<file path="src/rtl/present_core_param.sv">
// present_core_param: iterative PRESENT-80/128 encrypt/decrypt core with on-the-fly
// round keys and a cached last-round key for repeated decrypts under one key.
module present_core_param #(
    parameter int KEY_W  = 80,
    parameter int ROUNDS = 31
) (
    input  logic             clk,
    input  logic             rst,
    input  logic             in_valid,
    output logic             in_ready,
    input  logic             mode,
    input  logic [KEY_W-1:0] key,
    input  logic [63:0]      din,
    output logic             out_valid,
    input  logic             out_ready,
    output logic [63:0]      dout,
    output logic             busy,
    output logic             cache_hit
);
    localparam int CW = $clog2(ROUNDS + 2);
    localparam logic [63:0] SB  = 64'h21748FE3DA09B65C;
    localparam logic [63:0] ISB = 64'hA970364BD21C8FE5;

    if (KEY_W != 80 && KEY_W != 128) begin : g_bad_key_w
        $error("present_core_param: KEY_W must be 80 or 128");
    end

    typedef enum logic [2:0] {IDLE, KFWD, ROUND, FINAL, DONE} state_t;

    function automatic logic [3:0] f_sb(input logic [3:0] x);
        return SB[{x, 2'b00} +: 4];
    endfunction

    function automatic logic [3:0] f_isb(input logic [3:0] x);
        return ISB[{x, 2'b00} +: 4];
    endfunction

    function automatic logic [KEY_W-1:0] f_kfwd(input logic [KEY_W-1:0] k, input logic [4:0] i);
        logic [KEY_W-1:0] t;
        t = {k[KEY_W-62:0], k[KEY_W-1:KEY_W-61]};
        t[KEY_W-1 -: 4] = f_sb(t[KEY_W-1 -: 4]);
        if (KEY_W == 128) begin
            t[KEY_W-5 -: 4] = f_sb(t[KEY_W-5 -: 4]);
            t[66:62] = t[66:62] ^ i;
        end else begin
            t[19:15] = t[19:15] ^ i;
        end
        return t;
    endfunction

    // Exact inverse of f_kfwd for the same round index: K(i+1) -> K(i).
    function automatic logic [KEY_W-1:0] f_kinv(input logic [KEY_W-1:0] k, input logic [4:0] i);
        logic [KEY_W-1:0] t;
        t = k;
        if (KEY_W == 128) begin
            t[66:62] = t[66:62] ^ i;
            t[KEY_W-5 -: 4] = f_isb(t[KEY_W-5 -: 4]);
        end else begin
            t[19:15] = t[19:15] ^ i;
        end
        t[KEY_W-1 -: 4] = f_isb(t[KEY_W-1 -: 4]);
        return {t[60:0], t[KEY_W-1:61]};
    endfunction

    state_t           r_state;
    logic [CW-1:0]    r_cnt;
    logic             r_mode;
    logic [63:0]      r_st;
    logic [KEY_W-1:0] r_key;
    logic [KEY_W-1:0] r_orig;
    logic [KEY_W-1:0] r_ckey;
    logic [KEY_W-1:0] r_ck32;
    logic             r_cvalid;
    logic             r_in_ready;
    logic             r_out_valid;
    logic [63:0]      r_dout;
    logic             r_busy;
    logic             r_hit;

    logic [4:0]       w_rc;
    logic [63:0]      w_rk;
    logic [63:0]      w_x;
    logic [63:0]      w_sx;
    logic [63:0]      w_enc;
    logic [63:0]      w_ip;
    logic [63:0]      w_dec;
    logic [KEY_W-1:0] w_kf;
    logic [KEY_W-1:0] w_ki;
    logic             w_last;
    logic             w_hit;

    assign w_rc   = 5'(r_cnt);
    assign w_rk   = r_key[KEY_W-1 -: 64];
    assign w_x    = r_st ^ w_rk;
    assign w_kf   = f_kfwd(r_key, w_rc);
    assign w_ki   = f_kinv(r_key, w_rc);
    assign w_last = r_cnt == CW'(ROUNDS);
    assign w_hit  = mode && r_cvalid && key == r_ckey;

    // Encrypt: sbox then pLayer; decrypt: inverse pLayer then inverse sbox.
    for (genvar n = 0; n < 16; n++) begin : g_sbox
        assign w_sx[4*n +: 4]  = f_sb(w_x[4*n +: 4]);
        assign w_dec[4*n +: 4] = f_isb(w_ip[4*n +: 4]);
    end
    for (genvar j = 0; j < 63; j++) begin : g_perm
        assign w_enc[(16*j) % 63] = w_sx[j];
        assign w_ip[j]            = w_x[(16*j) % 63];
    end
    assign w_enc[63] = w_sx[63];
    assign w_ip[63]  = w_x[63];

    always_ff @(posedge clk) begin
        if (rst) begin
            r_state     <= IDLE;
            r_cnt       <= '0;
            r_in_ready  <= 1'b1;
            r_out_valid <= 1'b0;
            r_dout      <= '0;
            r_busy      <= 1'b0;
            r_hit       <= 1'b0;
            r_cvalid    <= 1'b0;
        end else begin
            r_hit <= 1'b0;
            case (r_state)
                IDLE: if (in_valid) begin
                    r_st       <= din;
                    r_mode     <= mode;
                    r_orig     <= key;
                    r_key      <= w_hit ? r_ck32 : key;
                    r_hit      <= w_hit;
                    r_cnt      <= w_hit ? CW'(ROUNDS) : CW'(1);
                    r_state    <= (mode && !w_hit) ? KFWD : ROUND;
                    r_in_ready <= 1'b0;
                    r_busy     <= 1'b1;
                end
                KFWD: begin
                    r_key <= w_kf;
                    if (w_last) begin
                        r_ckey   <= r_orig;
                        r_ck32   <= w_kf;
                        r_cvalid <= 1'b1;
                        r_state  <= ROUND;
                    end else begin
                        r_cnt <= r_cnt + 1'b1;
                    end
                end
                ROUND: begin
                    r_st  <= r_mode ? w_dec : w_enc;
                    r_key <= r_mode ? w_ki : w_kf;
                    if (r_mode ? r_cnt == CW'(1) : w_last)
                        r_state <= FINAL;
                    else
                        r_cnt <= r_mode ? r_cnt - 1'b1 : r_cnt + 1'b1;
                end
                FINAL: begin
                    r_dout      <= w_x;
                    r_out_valid <= 1'b1;
                    r_state     <= DONE;
                end
                DONE: if (out_ready) begin
                    r_out_valid <= 1'b0;
                    r_in_ready  <= 1'b1;
                    r_busy      <= 1'b0;
                    r_state     <= IDLE;
                end
                default: r_state <= IDLE;
            endcase
        end
    end

    assign in_ready  = r_in_ready;
    assign out_valid = r_out_valid;
    assign dout      = r_dout;
    assign busy      = r_busy;
    assign cache_hit = r_hit;
endmodule

</file>
<file path="config.mk">
export PLATFORM = sky130hd
export DESIGN_NAME = present_core_param
export DESIGN_NICKNAME = d
export VERILOG_FILES = /design/src/rtl/present_core_param.sv
export SDC_FILE = /design/constraint.sdc
export NUM_CORES = 1
export LEC_CHECK = 0
export ABC_CLOCK_PERIOD_IN_PS = 45600
export CAP_MARGIN = 20
export CORE_MARGIN = 1.5
export CORE_UTILIZATION = 60
export CTS_CLUSTER_DIAMETER = 40
export DETAILED_ROUTE_END_ITERATION = 16
export PLACE_DENSITY = 0.86
export SLEW_MARGIN = 30
export SYNTH_ARGS = -nofsm -noshare
export SYNTH_HDL_FRONTEND = slang
export SYNTH_SLANG_ARGS = --single-unit
</file>
<file path="constraint.sdc">
create_clock -name clk -period 45.6 [get_ports clk]
set_clock_uncertainty 0.2 [all_clocks]
set_input_delay 9.12 -clock clk [delete_from_list [all_inputs] [get_ports clk]]
set_output_delay 9.12 -clock clk [all_outputs]
set_load 0.005 [all_outputs]
</file>
### Yosys cells after proc, flatten, opt, wreduce, memory -nomap -nowiden

Cells that the tools add are included.

* bits in registers: 463
* memories: 0
* memory bits (writable): 0
* logic and storage cells: 115
* bits in latches: 0
* output and inout bits: 68
* ROM bits: 0
* input port bits: 149

* reduce and logical (&&, ||, !) cells: 19
* shifts and indexed selects: 34
* multiplexer cells: 27
* order comparisons: 0
* add/sub/neg operators: 2
* div/mod/pow operators: 0
* multipliers: 0
* bitwise operators: 6
* equality and inequality tests: 13

Operators by type and width (count)
* $shiftx A64 B7 Y4 const A: 34
* $mux W80: 3
* $pmux W80 S3: 1
* $mux W64: 2
* $pmux W64 S2: 1
* $eq A80 B80 Y1: 1
* $xor A64 B64 Y64: 1
* $mux W6: 4
* $pmux W6 S3: 1
* $pmux W3 S5: 1
* $reduce_and A3 Y1: 5
* $mux W3: 4
* $ne A2 B2 Y1 const B: 6
* $xor A5 B5 Y5: 2
* $reduce_and A4 Y1: 2
* $add A6 B1 Y6 const B: 1
* $eq A3 B2 Y1 const B: 2
* $eq A6 B1 Y1 const B: 1
* $eq A6 B5 Y1 const B: 1
* $pmux W1 S2: 3
* $reduce_bool A2 Y1: 3
* $sub A6 B1 Y6 const B: 1
* $mux W1: 5
* $mux W5: 1
* 10 further kinds: 15

### Logic depth before layout (Yosys ltp)

Gate-level depths: netlist of the first run.

* word-level depth: 7
* gate-level depth with buffers: 10
* gate-level depth less buffers: 9

### Worst setup path before layout of the first run

Ideal clock, no wire load.

* path kind: input port to flip-flop
* from: input rst
* to: register r_key[0], enable pin
* required time: 44.455 ns
* path slack: 22.474 ns
* setup time: 0.945 ns
* stages on the path: 3
* path buffers: 2
* arrival time: 21.980 ns
* cell sequence: clkbuf_1 clkbuf_1 a2111oi_0

* longest elaborated chain between the ends: 2

Ends and longest elaborated chain
* from (decl): line 8 `input logic rst,`
* $not A1 Y1 (no line)
* $reduce_and A3 Y1 (no line)
* to (signal assigned): line 129 `r_key <= w_hit ? r_ck32 : key;`
* to (signal assigned): line 137 `r_key <= w_kf;`
* to (signal assigned): line 149 `r_key <= r_mode ? w_ki : w_kf;`
* to (decl): line 69 `logic [KEY_W-1:0] r_key;`

Every way passes these cells.
A chain may end at the register's enable or synchronous reset.

### Final worst setup path of the first run

* from: input key[18]
* to: register r_key[18], data pin

* longest elaborated chain between the ends: 5

Ends and longest elaborated chain
* from (decl): line 12 `input logic [KEY_W-1:0] key,`
* $eq A80 B80 Y1: line 98 `assign w_hit = mode && r_cvalid && key == r_ckey;`
* $logic_and A1 B1 Y1: line 98
* $mux W80 (*): line 129
* $mux W80 (*): line 125 `IDLE: if (in_valid) begin`
* $pmux W80 S3 (*): line 124 `case (r_state)`

Every way passes the cells marked *; elsewhere a longest branch is shown, timed or not. The select of a mux whose other input is x is not followed.

==> impl_results.md, run 1 <==
- Outcome: finished, final reports clean
- CTS sink count: 463
- PD cells: 48.3 nW/um^2
- Fraction of registers with async set/reset: 0
- Die height: 215 um
- Slew Limit Fails: 0
- Final nets: 2980
- RSZ-0062 raised after global routing: false
- Initial Utilization: 0.607
- Syn. warnings: 0
- TritonCTS buffer count: 67
- FMAX: 76.6 MHz
- Die ar.: 46000 sq um
- Number of remaining DRC errors: 0
- Max_cap viols: 0
- Largest net degree at the start of global routing: 115
- Initial DRC Count: 3227
- Core Rows: 77
- Synthesis-to-layout area growth: 18.2%
- Post-Syn Area: 26900 sq um
- Final setup viols: 0
- Peak fanout along the critical path: 80
- Synth Instances: 2478
- Remaining Overflow, GRT: 0
- Hold_buf cts: 0
- Syn_area_per_cell: 10.8 sq um
- Predominant post-synthesis flop cell: edfxtp_1
- Post-synth net total: 2815
- Number of H-tree branching levels: 3
- Hold WS: 0.216 ns
- Pleak: 11.4 nW
- Share of layout cells above drive strength 1: 0.0898
- Fill cells: 2981
- Routed via count: 22382
- Number of enable flip-flop cells after synthesis: 385
- Setup TNS: 0 ns
- WL final: 84800 um
- Final worst path period need: 13.05 ns
- WP data arrival: 13.15 ns
- Worst relative slew slack: 0.305
- Final Hold Vio Count: 0
- Yosys top cell by area: edfxtp_1
- CTS tree: yes
- Post-synth top area share: 0.430
- Routability cong.: 0.958
- DRT Pass-1 Iters: 7
- Vias per inst: 6.81
- # Post-CTS Setup Buffers: 0
- Resized Gates After CTS: 0
- Global-route wire length before repair: 127000 um
- Worst-Skew Late Latency: 0.61 ns
- Vias in the first global route: 21208
- Crit. End Element: flop
- Startpoint Class: input port
- Area contributors post-synth: edfxtp_1 (43%), ha_1 (8.8%), dfxtp_1 (5.8%)
- Routed WL per cell: 25.8 um
- Sequential share of the synthesized area: 0.489
- Die span in x: 215 um
- Synthesized flop and latch total: 463
- Worst Tran Pin Value: 1.04 ns
- Antenna violations before repair: 2
- Distinct cells, synth: 68
- IO Pins: 217
- Period utilisation layout: 0.286
- CTS root buf: clkbuf_16
- Hpwl dp: 57400 um
- Worst-path clk slew: 0.06 ns
- Min-Delay Path Class: reg -> reg
- Worst Setup Path Type: in -> reg
- Gr usage total: 0.363
- Worst EP required: 45.70 ns
- Maximum root-to-sink buffer count: 3
- CORE AREA: 44200 sq um
- IO Port Bufs: 216
- Worst VDD drop: 0.0000264 V
- Final antenna-violating net count: 0
- R2R Setup Slk: 41.15 ns
## final cells by class
type,count,area [sq um],share of cell area
Tap cell,592,741,0.0233
Antenna cell,2,5.00,0.000158
Inverter,109,409,0.0129
Sequential cell,463,13100,0.413
Clock buffer,75,1740,0.0548
Timing Repair Buffer,270,2570,0.0811
Clock inverter,45,362,0.0114
Multi-Input combinational cell,1732,12800,0.403
## cells in the final DEF (no fill, tap or decap), types with 70 or more instances in the layout
| master | count |
|---|---|
| inv_1 | 96 |
| nand2_1 | 247 |
| o211ai_1 | 110 |
| nor2_1 | 162 |
| or4_1 | 79 |
| clkdlybuf4s50_1 | 215 |
| a31oi_1 | 97 |
| nand3_1 | 72 |
| xnor2_1 | 127 |
| dfxtp_1 | 78 |
| a211oi_1 | 103 |
| o21ai_0 | 100 |
| ha_1 | 188 |
| edfxtp_1 | 385 |
| a22o_1 | 70 |
## metal layers
| metal | routed length, um | global-route usage |
|---|---|---|
| met1 | 31500 | 0.483 |
| met2 | 36200 | 0.522 |
| met3 | 10600 | 0.0799 |
| met4 | 6470 | 0.270 |
| met5 | 0 | 0 |
## registers in the layout, indices dropped and copies added (netlist names)
| name | cells |
|---|---|
| r_key | 80 |
| r_cnt | 6 |
| cache_hit | 1 |
| r_cvalid | 1 |
| r_ckey | 80 |
| r_st | 64 |
| r_ck32 | 80 |
| out_valid | 1 |
| r_mode | 1 |
| r_state | 3 |
| busy | 1 |
| r_orig | 80 |
| dout | 64 |
| in_ready | 1 |
## synthesized netlist by cell type (12+ instances only)
master,count
o211ai_1,110
mux4_2,41
dfxtp_1,78
inv_1,97
nand4_1,12
nand2_1,247
nor2_1,164
mux2i_1,19
nor2b_1,12
or4_1,80
edfxtp_1,385
xor2_1,38
a21oi_1,66
nor3_1,30
a211oi_1,103
clkbuf_1,147
o21ai_0,100
a21o_1,15
nand3_1,73
xnor2_1,136
a31oi_1,97
ha_1,188
a311oi_1,17
a22o_1,70
## final timing paths
check	depth (start not counted)	to	start
worst max register to register	7	r_key[18]	r_ckey[18]
worst min register to register	0	r_ckey[21]	r_orig[21]
worst max-delay path	8	r_key[18]	key[18]
worst min-delay path	0	r_ckey[21]	r_orig[21]
## cells by family (layout without fill, tap and decap cells)
kind of cell             Yosys count  after routing  synth area share
AND/OR/NAND/NOR                  659            659             0.115
AO/OA/AOI/OAI                    649            649             0.169
flip-flops                       463            463             0.489
buffers and inverters            283            499            0.0412
adder cells (fa/ha/maj)          188            188            0.0876
XOR/XNOR                         174            174            0.0567
multiplexers                      62             62            0.0423
other                              0              2                 0
## critical path, cell delays in order
cell and delay [ns]:
clkdlybuf4s50_1 0.50, xnor2_1 0.58, nand4_1 0.16, nor4_1 0.51, nand3_4 0.69, buf_4 0.61, nor2_1 0.66, o211ai_1 0.24
## metrics by stage
| step | power (mW) | instance area, sq um | setup slack, ns | std cells | util |
|---|---|---|---|---|---|
| finish | 1.53 | 31700 | 32.55 | 3288 | 0.718 |
| global route | 1.59 | 31700 | 32.42 | 3288 | 0.718 |
| CTS | 1.51 | 31700 | 32.72 | 3286 | 0.716 |
| detailed placement | 1.02 | 29600 | 32.10 | 3166 | 0.669 |
| global placement | 1.00 | 29500 | 32.31 | 3166 | 0.668 |
| floorplan | 0.863 | 26900 | 22.47 | 2478 | - |
## power by group
group,switching [mW],internal [mW],leakage [nW]
clock,0.209,0.282,1.03
sequential,0.0424,0.502,4.15
combinational,0.301,0.195,6.17
Power figures use the tool's default switching activity.
==> run 2: changes to the inputs <==
--- a/config.mk
+++ b/config.mk
@@ -5,13 +5,13 @@
 export SDC_FILE = /design/constraint.sdc
 export NUM_CORES = 1
 export LEC_CHECK = 0
-export ABC_CLOCK_PERIOD_IN_PS = 45600
+export ABC_CLOCK_PERIOD_IN_PS = 11500
 export CAP_MARGIN = 20
 export CORE_MARGIN = 1.5
-export CORE_UTILIZATION = 60
+export CORE_UTILIZATION = 54
 export CTS_CLUSTER_DIAMETER = 40
 export DETAILED_ROUTE_END_ITERATION = 16
-export PLACE_DENSITY = 0.86
+export PLACE_DENSITY = 0.82
 export SLEW_MARGIN = 30
 export SYNTH_ARGS = -nofsm -noshare
 export SYNTH_HDL_FRONTEND = slang
==> constraint.sdc (replaced) <==
create_clock -name clk -period 11.5 [get_ports clk]
set_clock_uncertainty 0.2 [all_clocks]
set_input_delay 2.3 -clock clk [delete_from_list [all_inputs] [get_ports clk]]
set_output_delay 2.3 -clock clk [all_outputs]
set_load 0.005 [all_outputs]
==> run 2 against run 1 <==
  * Non-clock buffer count decreased by 1
  * Register-to-register slack worse by 34 ns
  * Cell count increased by 2.6%
  * Via count fell by 1.2%
  * Clock power grew to 4.7 times the previous value
  * Worst hold slack lost 0.0087 ns
  * Core utilization shrank 5.8 points
==> impl_results.md, run 2 (same netlist as run 1, synthesis figures left out) <==
- Outcome: finished, final reports clean
- Crit. End Element: flop
- Final setup viols: 0
- CTS sink count: 463
- Register area: 13100 sq um
- Cells along the critical path: clkdlybuf4s50_1, xnor2_1, nand4_1, nor4_1, nand3_4, buf_4, nor2_1, o211ai_1
- Vias in the first global route: 20882
- Die ar.: 51100 sq um
- Fill cells: 3664
- CORE AREA: 49100 sq um
- Pre-CTS WS: 4.83 ns
- Vias per inst: 6.55
- Final worst path period need: 6.19 ns
- Routability cong.: 0.949
- Global-route wire length before repair: 129000 um
- Critical Path Sink: r_key[15]
- Initial DRC Count: 3006
- FMAX: 162 MHz
- Final Hold Vio Count: 0
- Remaining Overflow, GRT: 0
- M3 GR Usage: 0.0742
- Min-Delay Path Class: reg -> reg
- Setup TNS: 0 ns
- # Post-CTS Setup Buffers: 0
- Antenna diode count: 0
- Die span in x: 226 um
- DRT Pass-1 Iters: 6
- Max_cap viols: 0
- R2R Setup Slk: 7.08 ns
- Dpl cells: 3236
- Flop pwr share: 0.335
- CTS root buf: clkbuf_16
- CTS tree: yes
- FF-to-FF path depth: 7
- Worst VDD drop: 0.000109 V
- Switching share of power: 0.350
- Clock Power Share: 0.359
- Largest net degree at the start of global routing: 105
- Met2 usage: 0.513
- Worst relative slew slack: 0.274
- Startpoint Class: input port
- P_sw: 2.25 mW
- PD cells: 199 nW/um^2
- Synthesis-to-layout area growth: 20.5%
- Finished Layout Cells: 3374
- Pleak: 11.6 nW
- WP data arrival: 6.33 ns
- Hpwl dp: 59200 um
- Routed WL per cell: 25.7 um
- Hold_buf cts: 0
- Gr busiest metal: met2
- Slew Limit Fails: 0
- Worst Setup SP: key[35]
- Worst EP required: 11.64 ns
- Die height: 226 um
- Share of layout cells above drive strength 1: 0.0970
- Worst-path clk slew: 0.06 ns
- Initial Utilization: 0.548
- TritonCTS buffer count: 74
- Number of H-tree branching levels: 3
- Final antenna-violating net count: 0
- WL final: 86900 um
- RSZ-0062 raised after global routing: false
- Number of remaining DRC errors: 0
- IO Pins: 217
- CP max stage delay: 0.77 ns
- Maximum root-to-sink buffer count: 3
- Core Rows: 81
- Period utilisation layout: 0.538
- Multi-input gate area: 12800 sq um
- Combinational share of power: 0.306
- Peak fanout along the critical path: 92
- Antenna violations before repair: 2
- Worst Setup Path Type: in -> reg
- Cell-internal power: 4.18 mW
- Commonest non-fill, non-tap cell in the layout: edfxtp_1
- Worst flop-to-flop path startpoint: r_ckey[35]
- Resized Gates After CTS: 0
- Routed via count: 22116
- IO Port Bufs: 216
- CP max stage cell: nor2_1
- Worst Tran Pin Value: 1.08 ns
- Reg2Reg Capture Point: r_key[15]
- Final nets: 2986
- Worst-Skew Late Latency: 0.64 ns
- Met1 Usage GRT: 0.451
- Gr usage total: 0.338
- Setup WS post-layout: 5.31 ns
- Commonest non-fill, non-tap cells in the layout: edfxtp_1 (385), nand2_1 (247), clkdlybuf4s50_1 (215)
run 2: changes by cell type in the layout (fill, tap and decap cells not counted), sizes merged:
cell,change
clkbuf,+10
buf,-1
diode,-2
inv,-1
clkinv,+2
bufinv,+6
run 2: area by class of cell:
| cell class | count | share of cell area |
|---|---|---|
| Tap cell | 664 | 0.0257 |
| Inverter | 109 | 0.0126 |
| Multi-Input combinational cell | 1732 | 0.396 |
| Sequential cell | 463 | 0.406 |
| Clock inverter | 52 | 0.0182 |
| Timing Repair Buffer | 269 | 0.0799 |
| Clock buffer | 85 | 0.0618 |
run 2: stage by stage:
| stage | power [mW] | hold WS (ns) | util | instance area, sq um |
|---|---|---|---|---|
| 6_report | 6.43 | 0.208 | 0.660 | 32400 |
| 5_1_grt | 6.66 | 0.214 | 0.660 | 32400 |
| 4_1_cts | 6.38 | 0.210 | 0.658 | 32300 |
| 3_5_place_dp | 4.06 | 0.205 | 0.605 | 29700 |
| 3_3_place_gp | 3.98 | 0.200 | 0.604 | 29600 |
| 2_1_floorplan | 3.41 | 0.200 | - | 26900 |
run 2: per-layer routing:
metal	wire length, um	part of all wire
met5	10	0.00012
met1	32700	0.38
met2	38600	0.44
met4	5150	0.059
met3	10400	0.12
run 2: how the worst min path moves through the flow:
stage / slack (ns) / cells past startpoint / startpoint / to
after floorplan: 0.20 / 0 / r_orig[0] / r_ckey[0]
after global placement: 0.20 / 0 / r_orig[46] / r_ckey[46]
after detailed placement: 0.20 / 0 / r_orig[13] / r_ckey[13]
after CTS: 0.21 / 0 / r_orig[26] / r_ckey[26]
after global routing: 0.21 / 0 / r_orig[26] / r_ckey[26]
final: 0.21 / 0 / r_orig[26] / r_ckey[26]
run 2: power by group through the flow:
| stage | sequential, mW | clock (mW) | combinational (mW) |
|---|---|---|---|
| after floorplan | 2.09 | 0 | 1.32 |
| after global placement | 2.17 | 0 | 1.81 |
| after detailed placement | 2.17 | 0 | 1.89 |
| after CTS | 2.14 | 2.32 | 1.91 |
| after global routing | 2.16 | 2.39 | 2.12 |
| final | 2.16 | 2.31 | 1.97 |
run 2: worst max-delay path, delay by kind of cell:
kind                      cells  cell delay (ns)
xor gates and xnor gates      1             0.61
and+or+nand+nor               4             2.02
AOI/OAI and AO/OA             1             0.22
buffers and inverters         2             1.10
